File: src/rtl/dmem_arb_pkg.sv
// dmem_arb_pkg: port ids, per-port state encoding and constants shared by the dmem arbiter
package dmem_arb_pkg;
  localparam int PORT_CPU = 0;
  localparam int PORT_DBG = 1;
  typedef enum logic {IDLE = 1'b0, RD_WAIT = 1'b1} port_state_e;
  localparam int MAX_DATA_WIDTH = 64;
  localparam logic [MAX_DATA_WIDTH-1:0] RDATA_ZERO = '0;
endpackage

File: src/rtl/rr_arb2.sv
// rr_arb2: two-way round-robin arbiter, last winner loses the next tie, port 1 counts as last after reset
module rr_arb2
  import dmem_arb_pkg::*;
(
  input  logic       clk,
  input  logic       reset,
  input  logic [1:0] req,
  output logic [1:0] gnt
);
  logic last_gnt_q, last_gnt_d;
  always_comb begin
    gnt[PORT_CPU] = req[PORT_CPU] & (~req[PORT_DBG] | last_gnt_q);
    gnt[PORT_DBG] = req[PORT_DBG] & (~req[PORT_CPU] | ~last_gnt_q);
    last_gnt_d = |gnt ? gnt[PORT_DBG] : last_gnt_q;
  end
  always_ff @(posedge clk) last_gnt_q <= reset ? 1'b1 : last_gnt_d;
endmodule

File: src/rtl/dmem_arbiter.sv
// dmem_arbiter: shares the single-port data memory between the cpu and debug ports with cpu stall tracking
module dmem_arbiter
  import dmem_arb_pkg::*;
#(
  parameter int ADDR_WIDTH = 11,
  parameter int DATA_WIDTH = 32,
  parameter int CNT_WIDTH  = 32
) (
  input  logic                  clk,
  input  logic                  reset,
  input  logic                  cpu_req,
  input  logic                  cpu_we,
  input  logic [31:0]           cpu_addr,
  input  logic [DATA_WIDTH-1:0] cpu_wdata,
  output logic                  cpu_gnt,
  output logic                  cpu_rvalid,
  output logic [DATA_WIDTH-1:0] cpu_rdata,
  output logic                  cpu_stall,
  input  logic                  dbg_req,
  input  logic                  dbg_we,
  input  logic [31:0]           dbg_addr,
  input  logic [DATA_WIDTH-1:0] dbg_wdata,
  output logic                  dbg_gnt,
  output logic                  dbg_rvalid,
  output logic [DATA_WIDTH-1:0] dbg_rdata,
  output logic                  mem_en,
  output logic                  mem_we,
  output logic [ADDR_WIDTH-1:0] mem_addr,
  output logic [DATA_WIDTH-1:0] mem_wdata,
  input  logic [DATA_WIDTH-1:0] mem_rdata,
  output logic                  err_misalign,
  output logic [CNT_WIDTH-1:0]  stall_count
);
  port_state_e state_q [2];
  port_state_e state_d [2];
  logic [1:0] req, gnt, zero_q, zero_d;
  logic sel, sel_we, mis, unused_ok;
  logic [31:0] sel_addr;
  logic [CNT_WIDTH-1:0] stall_count_q, stall_count_d;
  always_comb begin
    req[PORT_CPU] = ~reset & cpu_req & (state_q[PORT_CPU] == IDLE);
    req[PORT_DBG] = ~reset & dbg_req & (state_q[PORT_DBG] == IDLE);
  end
  rr_arb2 u_rr_arb2 (.clk(clk), .reset(reset), .req(req), .gnt(gnt));
  always_comb begin
    sel = gnt[PORT_DBG];
    sel_addr = sel ? dbg_addr : cpu_addr;
    sel_we = sel ? dbg_we : cpu_we;
    mis = |gnt & |sel_addr[1:0];
    mem_en = |gnt & ~mis;
    mem_we = mem_en & sel_we;
    mem_addr = |gnt ? sel_addr[ADDR_WIDTH+1:2] : '0;
    mem_wdata = |gnt ? (sel ? dbg_wdata : cpu_wdata) : '0;
    err_misalign = mis;
    cpu_gnt = gnt[PORT_CPU];
    dbg_gnt = gnt[PORT_DBG];
    cpu_rvalid = ~reset & (state_q[PORT_CPU] == RD_WAIT);
    dbg_rvalid = ~reset & (state_q[PORT_DBG] == RD_WAIT);
    cpu_rdata = (cpu_rvalid & ~zero_q[PORT_CPU]) ? mem_rdata : RDATA_ZERO[DATA_WIDTH-1:0];
    dbg_rdata = (dbg_rvalid & ~zero_q[PORT_DBG]) ? mem_rdata : RDATA_ZERO[DATA_WIDTH-1:0];
    cpu_stall = ~reset & cpu_req & ~((cpu_gnt & cpu_we) | cpu_rvalid);
    state_d[PORT_CPU] = (gnt[PORT_CPU] & ~cpu_we) ? RD_WAIT : IDLE;
    state_d[PORT_DBG] = (gnt[PORT_DBG] & ~dbg_we) ? RD_WAIT : IDLE;
    zero_d = gnt & {2{mis}};
    stall_count_d = (cpu_stall & ~&stall_count_q) ? stall_count_q + CNT_WIDTH'(1) : stall_count_q;
  end
  always_ff @(posedge clk) begin
    state_q[PORT_CPU] <= reset ? IDLE : state_d[PORT_CPU];
    state_q[PORT_DBG] <= reset ? IDLE : state_d[PORT_DBG];
    zero_q <= reset ? 2'b00 : zero_d;
    stall_count_q <= reset ? '0 : stall_count_d;
  end
  assign unused_ok = ^sel_addr[31:ADDR_WIDTH+2];
  assign stall_count = stall_count_q;
endmodule

File: config.mk
export PLATFORM = sky130hd
export DESIGN_NAME = dmem_arbiter
export DESIGN_NICKNAME = d
export VERILOG_FILES = /design/src/rtl/dmem_arb_pkg.sv /design/src/rtl/rr_arb2.sv /design/src/rtl/dmem_arbiter.sv
export SDC_FILE = /design/constraint.sdc
export NUM_CORES = 1
export LEC_CHECK = 0
export CAP_MARGIN = 20
export CORE_AREA = 2 2 120 122
export CTS_CLUSTER_DIAMETER = 40
export DETAILED_ROUTE_END_ITERATION = 16
export DIE_AREA = 0 0 122 124
export PLACE_DENSITY = 0.65
export SLEW_MARGIN = 20
export SYNTH_ARGS = -nofsm -noshare
export SYNTH_HDL_FRONTEND = slang
export SYNTH_SLANG_ARGS = --single-unit
File: constraint.sdc
create_clock -name clk -period 2.5 [get_ports clk]
set_input_delay 0.375 -clock clk [delete_from_list [all_inputs] [get_ports clk]]
set_output_delay 0.375 -clock clk [all_outputs]
set_load 0.05 [all_outputs]
After elaboration in Yosys (flattened, before gate mapping)
Memories as Yosys holds them, arrays and structs flattened.
Cells that the tools add are included.
Word-level totals
  register bits after elaboration: 35
  memory bits (writable): 2
  input bits: 166
  output and inout port bits: 147
  memories: 1
Operators by class
  add/sub/neg operators: 1
  multiplexer cells: 11
  bitwise gates (word level): 34
  reduce and logical (&&, ||, !) cells: 4
Memory list
  state_q: depth 2, bits a word 1, rd ports 2, clocked after memory_dff 0, write ports 2, RTL line dmem_arbiter.sv:34  | port_state_e state_q [2];
Operator list (count)
  $mux W32: 4
  $add A32 B1 Y32 const B: 1
  $reduce_and A32 Y1: 1
  $and A1 B1 Y1: 18
  $mux W13: 1
  $not A1 Y1: 12
  $mux W11: 1
  $mux W1: 5
  $reduce_or A2 Y1: 2
  $or A1 B1 Y1: 3
  $and A2 B2 Y2: 1
  $logic_not A1 Y1: 1

Longest topological paths before layout
Gate-level depths: netlist (run 1).
  word-level depth: 12
  mapped depth: 8
  gate-level depth less buffers: 6

Modules after synthesis
A second synthesis (run 1) with hierarchy kept.
Unflattened totals
  cell total of the unflattened synthesis: 344
  area total of the unflattened synthesis: 2748.9 sq um
By module, submodules not included
  dmem_arbiter: instances 1, cells an instance 337, area an instance 2693.8 sq um, sequential area each 720.7 sq um
  rr_arb2: instances 1, cells an instance 7, area an instance 55.1 sq um, sequential area each 20.0 sq um

Least setup slack after synthesis (run 1)
No wires, ideal clock.
  kind: input -> output
  start point: in reset
  end point: out mem_wdata[22]
  arrival: 2386 ps
  slack: -261 ps
  stages: 6
  path buffers: 1
  cell sequence: nor3b_1 > nand2_1 > inv_2 > buf_1 > nand2_1 > a21oi_1
On the way
  longest elaborated chain between the ends: 8
Ends and longest elaborated chain
  start, declared: RTL line dmem_arbiter.sv:10  | input logic reset,
  $not A1 Y1 (*): RTL line dmem_arbiter.sv:41, dmem_arbiter.sv:42
  $and A1 B1 Y1 (2 in series): RTL line dmem_arbiter.sv:41  | req[PORT_CPU] = ~reset & cpu_req & (state_q[PORT_CPU] == IDLE);
  $not A1 Y1: RTL line rr_arb2.sv:13  | gnt[PORT_DBG] = req[PORT_DBG] & (~req[PORT_CPU] | ~last_gnt_q);
  $or A1 B1 Y1: RTL line rr_arb2.sv:13
  $and A1 B1 Y1 (*): RTL line rr_arb2.sv:13
  via dbg_gnt: RTL line dmem_arbiter.sv:23  | output logic dbg_gnt,
  $mux W32 or $reduce_or A2 Y1 (tied branches): RTL line dmem_arbiter.sv:53  | mem_wdata = |gnt ? (sel ? dbg_wdata : cpu_wdata) : '0;
  $mux W32 (*): RTL line dmem_arbiter.sv:53
  end, declared: RTL line dmem_arbiter.sv:29  | output logic [DATA_WIDTH-1:0] mem_wdata,
The timed path passes the listed nets; every way through them passes the cells marked *.

Worst setup path in the final report (run 1)
  start point: in dbg_req
  end point: out mem_addr[4]
On the way
  longest elaborated chain between the ends: 7
Ends and longest elaborated chain
  start, declared: RTL line dmem_arbiter.sv:19  | input logic dbg_req,
  $and A1 B1 Y1 (*) (2 in series): RTL line dmem_arbiter.sv:42  | req[PORT_DBG] = ~reset & dbg_req & (state_q[PORT_DBG] == IDLE);
  $not A1 Y1: RTL line rr_arb2.sv:12  | gnt[PORT_CPU] = req[PORT_CPU] & (~req[PORT_DBG] | last_gnt_q);
  $or A1 B1 Y1: RTL line rr_arb2.sv:12
  $and A1 B1 Y1: RTL line rr_arb2.sv:12
  $reduce_or A2 Y1: RTL line dmem_arbiter.sv:52  | mem_addr = |gnt ? sel_addr[ADDR_WIDTH+1:2] : '0;
  $mux W11 (*): RTL line dmem_arbiter.sv:52
  end, declared: RTL line dmem_arbiter.sv:28  | output logic [ADDR_WIDTH-1:0] mem_addr,
Mark *: on every way between the ends. The rest lies on a longest branch, timed or not.

==> results of run 1 <==
## kinds of logic (layout without fill, tap and decap cells)
logic type               count (synthesis)  after routing  share of synthesized area, %
adder cells (fa/ha/maj)                  1              1                         0.425
flip-flops                              37             37                          25.1
multiplexers                             3              3                          1.06
buffers and inverters                   39            351                          5.60
AND/OR/NAND/NOR                        259            259                          46.5
AO/OA/AOI/OAI                          101            101                          19.8
XOR/XNOR                                 5              5                          1.49
## state kept, by name, indices dropped and copies added (netlist names)
| register | flops |
|---|---|
| u_rr_arb2.last_gnt_q | 1 |
| state_q | 2 |
| zero_q | 2 |
| stall_count | 32 |
## power by group
group	switching, W	total, W	internal [W]
registers	0.00000407	0.000601	0.000596
clock network	0.000240	0.000630	0.000391
logic	0.000544	0.00111	0.000570
total	0.000788	0.00234	0.00156
## stage by stage
step	utilization [%]	hold WS (ns)	setup TNS, ns	power (W)	worst slack, ns
after CTS	55.9	0.529	0	0.00236	0.0106
final	56.0	0.526	0	0.00234	0.0433
after detailed placement	54.6	0.516	-2.49	0.00172	-0.359
after floorplan	-	0.447	0	0.00105	0.0553
after global placement	54.6	0.501	-2.16	0.00171	-0.272
after global routing	56.0	0.547	-0.206	0.00243	-0.0391
## per-layer routing
layer  share of wire, %  wire length [um]  track usage (%)
met1                 38              5710             21.6
met2                 54              8170             34.1
met3                6.8              1030             4.53
met4                1.2               179             4.17
met5                  0                 0                0
## final cells by class
cell class              instances  share of cell area [%]
well taps                     180                    2.93
clock inverters                 1                  0.0977
clock buffers                   6                    1.81
flip-flops and latches         37                    9.64
multi-input cells             369                    27.5
repair buffers                334                    57.5
inverters                      10                   0.489
## worst register-to-register path: stages, from the launching register on
cell,delay (ns)
dfxtp_1,0.38
ha_1,0.18
nand3_1,0.12
buf_4,0.17
a2111oi_1,0.51
buf_4,0.19
o31a_1,0.27
a21oi_1,0.12
o21a_1,0.19
## cell usage in the layout, fill, tap and decap left out, types with 11 or more instances in the layout
cell type,n
and2_1,65
nand2_1,100
or3_1,11
nand3_1,11
o21ai_0,12
nor2_1,17
buf_4,54
clkdlybuf4s50_1,158
dfxtp_1,37
a21oi_1,56
buf_12,121
## final timing paths
path | endpoint
max | mem_addr[4]
min | stall_count[27]
max reg2reg | stall_count[8]
min reg2reg | stall_count[27]
## repair_timing
| item | in CTS | in global routing |
|---|---|---|
| pin swaps | 0 | 1 |
| endpoints found under the setup margin | 36 | 35 |
| resized for setup | 6 | 5 |
==> impl_metrics.ini, run 1 <==
[status]
status = finished, final reports clean

[placement]
globalplace.congestion = 0.851
place_inst = 930
placement.cell_area_um2 = 7500
dp_hpwl_mm = 12.7
port_buffers = 274

[sta]
maxSlewHeadroom_pct = 57.6
tightest_slew_ns = 0.635
drv_slew = 0
fin_crit_ns = 2.46
rsz0062_at_grt = true
fmax_mhz = 407
hold_viol = 0
fin_crit_sh_pct = 98.3
setup-violations-final = 0
final.setup_skew_ns = 0.00510

[global_route]
grt_pass1_wl_mm = 22.0
grt_max_degree = 46
gr-total-overflow = 0
grt_antenna_before_repair = 0
grt_pass1_vias = 4204
grt_use_total_pct = 18.5

[setup_path]
startpoint_type = input port
r2r-start = stall_count[1]
endpoint_kind = output pin
cp_common_cell = buf_12
worstPathCellList = clkdlybuf4s50_1 > nor3b_2 > nand2_2 > inv_2 > buf_12 > nand2_1 > a21oi_1 > buf_4 > buf_12
crit_path_top_delay_cell = clkdlybuf4s50_1
worst-path-buf-inv = 5
critPathKind = in -> out
r2r_cells = 8
crit_arrival_ns = 2.08
worstPathMaxFanout = 27
crit_start = dbg_req
ff2ff_setup_slack_ns = 0.25
slowest_delay_ns = 0.48
crit_family = buffers and inverters
critPathRequiredTime_ns = 2.12
crit_cells = 9

[floorplanning]
die_y_um = 124
die_w_um = 122
io_pins = 313
num_rows = 43
core-area_um2 = 13700
start_util_pct = 21.5
design.die.area_um2 = 15100

[logic_synthesis]
yosysTopAreaCellShare_pct = 25.1
synth-seq-cells = 37
synthArstFlopShare_pct = 0
yosysUniqueCellTypes = 46
syn_area_per_cell_um2 = 6.62
syn_inst = 445
ys_seq_area_share_pct = 25.1
yosys.area.top_type = dfxtp_1
synth_area_leaders = dfxtp_1 25%, and2_1 14%, nand2_1 13%
ys_warn_count = 0
syn_area_um2 = 2950
synthTopCellsByCount = 101 x nand2_1, 66 x a21oi_1, 65 x and2_1
synth_edf_count = 0
yosysMostFrequentCell = nand2_1
synth_ff_type = dfxtp_1
synth_fp_nets = 612

[pwr]
p_per_area_nw_per_um2 = 305
ir_drop_mv = 0.199
p_leak_nw = 2.99

[drt]
routed_wl_mm = 15.1
drcViolationCount = 0
drtIter0Drc = 212
dr.pass1.iters = 6
wire_per_inst_um = 16.1
postRouteAntennaNets = 0
viasPerCell = 4.64
vias = 4348

[finish]
layout.area.seq_um2 = 741
syn_to_final_growth_pct = 161
drive_above_1_share_pct = 27.5
nNetsFinal = 924
fill_cells = 1221
multi_input_area_um2 = 2110
antenna_cells = 0
fin_area_um2 = 7680
fin_cells = 937

[clock_tree]
clk_latency_ns = 0.28
clk_pin_slew_ns = 0.06
cts_tree = done
cts_inserted_buffers = 5
cts_root_buffer = clkbuf_16
cts_setup_buffers = 0
ctsHoldBuffers = 0
clock_path_buffers = 2
cts_max_level = 2
cts_sinks = 37

[flow_run]
maxCapViolations = 0

[hold_path]
hold_path.class = reg -> reg
hold_start = stall_count[27]
min_path_cells = 2
(Power assumes the default switching activity.)
==> inputs of run 2 (changes only) <==
--- a/config.mk
+++ b/config.mk
@@ -6,12 +6,13 @@
 export NUM_CORES = 1
 export LEC_CHECK = 0
 export CAP_MARGIN = 20
-export CORE_AREA = 2 2 120 122
-export CTS_CLUSTER_DIAMETER = 40
+export CORE_AREA = 2 2 122 124
+export CTS_CLUSTER_DIAMETER = 50
 export DETAILED_ROUTE_END_ITERATION = 16
-export DIE_AREA = 0 0 122 124
-export PLACE_DENSITY = 0.65
+export DIE_AREA = 0 0 124 126
+export PLACE_DENSITY = 0.62
 export SLEW_MARGIN = 20
 export SYNTH_ARGS = -nofsm -noshare
 export SYNTH_HDL_FRONTEND = slang
+export SYNTH_HIERARCHICAL = 1
 export SYNTH_SLANG_ARGS = --single-unit
==> impl_metrics.ini, run 2 <==
[sta]
setup-violations-final = 0
fmax_mhz = 426
final.setup_skew_ns = 0.00819
setup_slack_ns = 0.155
hold_viol = 0
final.setup.tns_ns = 0
fin_crit_ns = 2.35
maxSlewHeadroom_pct = 58.2
rsz0062_at_grt = false
tightest_slew_ns = 0.623
fin_crit_sh_pct = 93.8
drv_slew = 0

[status]
status = finished, final reports clean

[global_route]
grt_antenna_before_repair = 1
grt_pass1_vias = 3946
gr-total-overflow = 0
grt_max_degree = 36
grt_pass1_wl_mm = 22.8
grt_use_total_pct = 19.0

[clock_tree]
cts_max_level = 2
clk_latency_ns = 0.28
clock_path_buffers = 2
cts_root_buffer = clkbuf_16
clk_pin_slew_ns = 0.05
cts_inserted_buffers = 5
cts_sinks = 37
cts_tree = done

[logic_synthesis]
syn_area_um2 = 2750
syn_area_per_cell_um2 = 7.99
ys_seq_area_share_pct = 26.9
synth_ff_type = dfxtp_1
yosysTopAreaCellShare_pct = 26.9
yosysMostFrequentCell = and2_1
synthArstFlopShare_pct = 0
ys_warn_count = 6
synth_fp_nets = 511
synthTopCellsByCount = 65 x and2_1, 43 x a22o_1, 37 x dfxtp_1
synth_area_leaders = dfxtp_1 27%, and2_1 15%, a22o_1 14%
synth_edf_count = 0
syn_inst = 344
synth-seq-cells = 37
yosys.area.top_type = dfxtp_1
yosysUniqueCellTypes = 44

[setup_path]
r2r_cells = 9
slowest_delay_ns = 0.32
endpoint_kind = output pin
ff2ff_setup_slack_ns = 0.27
critPathKind = reg -> out
crit_path_top_delay_cell = dfxtp_1
startpoint_type = flop
crit_cells = 9
crit_arrival_ns = 1.97
worst-path-buf-inv = 5
crit_family = buffers and inverters
worstPathCellList = nor3b_4 > buf_4 > and2_4 > nor2b_4 > buf_4 > buf_12 > buf_16 > a22o_4 > buf_12
critPathRequiredTime_ns = 2.12
worstPathMaxFanout = 9

[hold_path]
hold_path.class = reg -> reg
min_path_cells = 2

[placement]
port_buffers = 274
placement.cell_area_um2 = 7270
place_inst = 807
globalplace.congestion = 0.927
dp_hpwl_mm = 12.4
preCtsSetupSlack_ns = -0.187

[finish]
layout_commonest_cell = clkdlybuf4s50_1
fin_util_pct = 54.0
syn_to_final_growth_pct = 181
final_cell_mix = 156 x clkdlybuf4s50_1, 120 x buf_12, 64 x and2_1, 37 x dfxtp_1, 29 x nor2_1
nNetsFinal = 810
largest_register_ffs = 32
drive_above_1_share_pct = 34.8
fin_cells = 829
fill_cells = 1255
fin_area_um2 = 7730

[drt]
drcViolationCount = 0
drtIter0Drc = 167
wire_per_inst_um = 18.7
viasPerCell = 4.63
postRouteAntennaNets = 0
dr.pass1.iters = 4
vias = 3836
routed_wl_mm = 15.5

[flow_run]
maxCapViolations = 0

[floorplanning]
die_y_um = 126
num_rows = 44
core-area_um2 = 14300
die_w_um = 124
io_pins = 313
design.die.area_um2 = 15600
start_util_pct = 19.2

[pwr]
p_per_area_nw_per_um2 = 294
p_leak_nw = 3.05
ir_drop_mv = 0.232
[run 2: cell count changes after synthesis, sizes merged, moves of 7 or more]
cell,delta
or4,-11
xnor2,+13
o31ai,-10
buf,-9
a22o,+43
nor2,+12
a211oi,+7
a21oi,-55
nand2,-82
[run 2: final timing paths]
check,start,endpoint
setup / recovery,state_q[0][1],mem_wdata[13]
hold reg to reg,stall_count[21],stall_count[21]
hold / removal,stall_count[21],stall_count[21]
setup reg to reg,state_q[0][1],stall_count[26]
[run 2: power by group]
part           internal, W  switching, W  leakage [nW]
Sequential        0.000595    0.00000485         0.299
Clock             0.000370      0.000233        0.0641
Combinational     0.000584      0.000482          2.69
Total              0.00155      0.000720          3.05
[run 2: timing repair]
action | in CTS | in global routing
gates resized for setup | 28 | 3
hold buffers | 0 | 0
gates cloned | 4 | 0
pin swaps | 8 | 5
endpoints found under the setup margin | 46 | 46
buffers inserted | 9 | 0
[run 2: worst reg2reg max path, delay by kind of cell, from the launching register on]
family	cells	cell delay (ns)
simple gates	5	1.39
flops	1	0.32
buf+inv	2	0.29
compound gates	2	0.17
[run 2: cell type report]
class / count / area [um2] / area share [%]
diodes: 1 / 2.50 / 0.0324
clock buffers: 7 / 133 / 1.72
clock inverters: 1 / 7.51 / 0.0971
inverters: 6 / 22.5 / 0.291
multi-input cells: 279 / 2240 / 28.9
flip-flops and latches: 37 / 741 / 9.58
well taps: 184 / 230 / 2.98
repair buffers: 314 / 4360 / 56.4
[run 2: logic make-up after synthesis]
logic type	count (synthesis)	synth area share, %
flops	37	26.9
compound gates	78	21.7
simple gates	177	39.4
xor+xnor	17	5.42
mux	6	2.23
buf+inv	28	3.87
fa+ha+maj	1	0.455
[run 2: metal layers]
layer / global-route usage (%) / vias to the layer above / wire (um)
met5: 0 / - / 0
met4: 3.90 / 0 / 189
met3: 5.07 / 13 / 1310
met2: 34.4 / 156 / 7970
met1: 22.3 / 1833 / 6060
li1: - / 1834 / -
[run 2: metrics by stage]
| stage | hold WS, ns | power, W |
|---|---|---|
| 3_3_place_gp | 0.490 | 0.00160 |
| 3_5_place_dp | 0.502 | 0.00160 |
| 5_1_grt | 0.567 | 0.00235 |
| 4_1_cts | 0.527 | 0.00228 |
| 2_1_floorplan | 0.447 | 0.00102 |
| 6_report | 0.521 | 0.00227 |
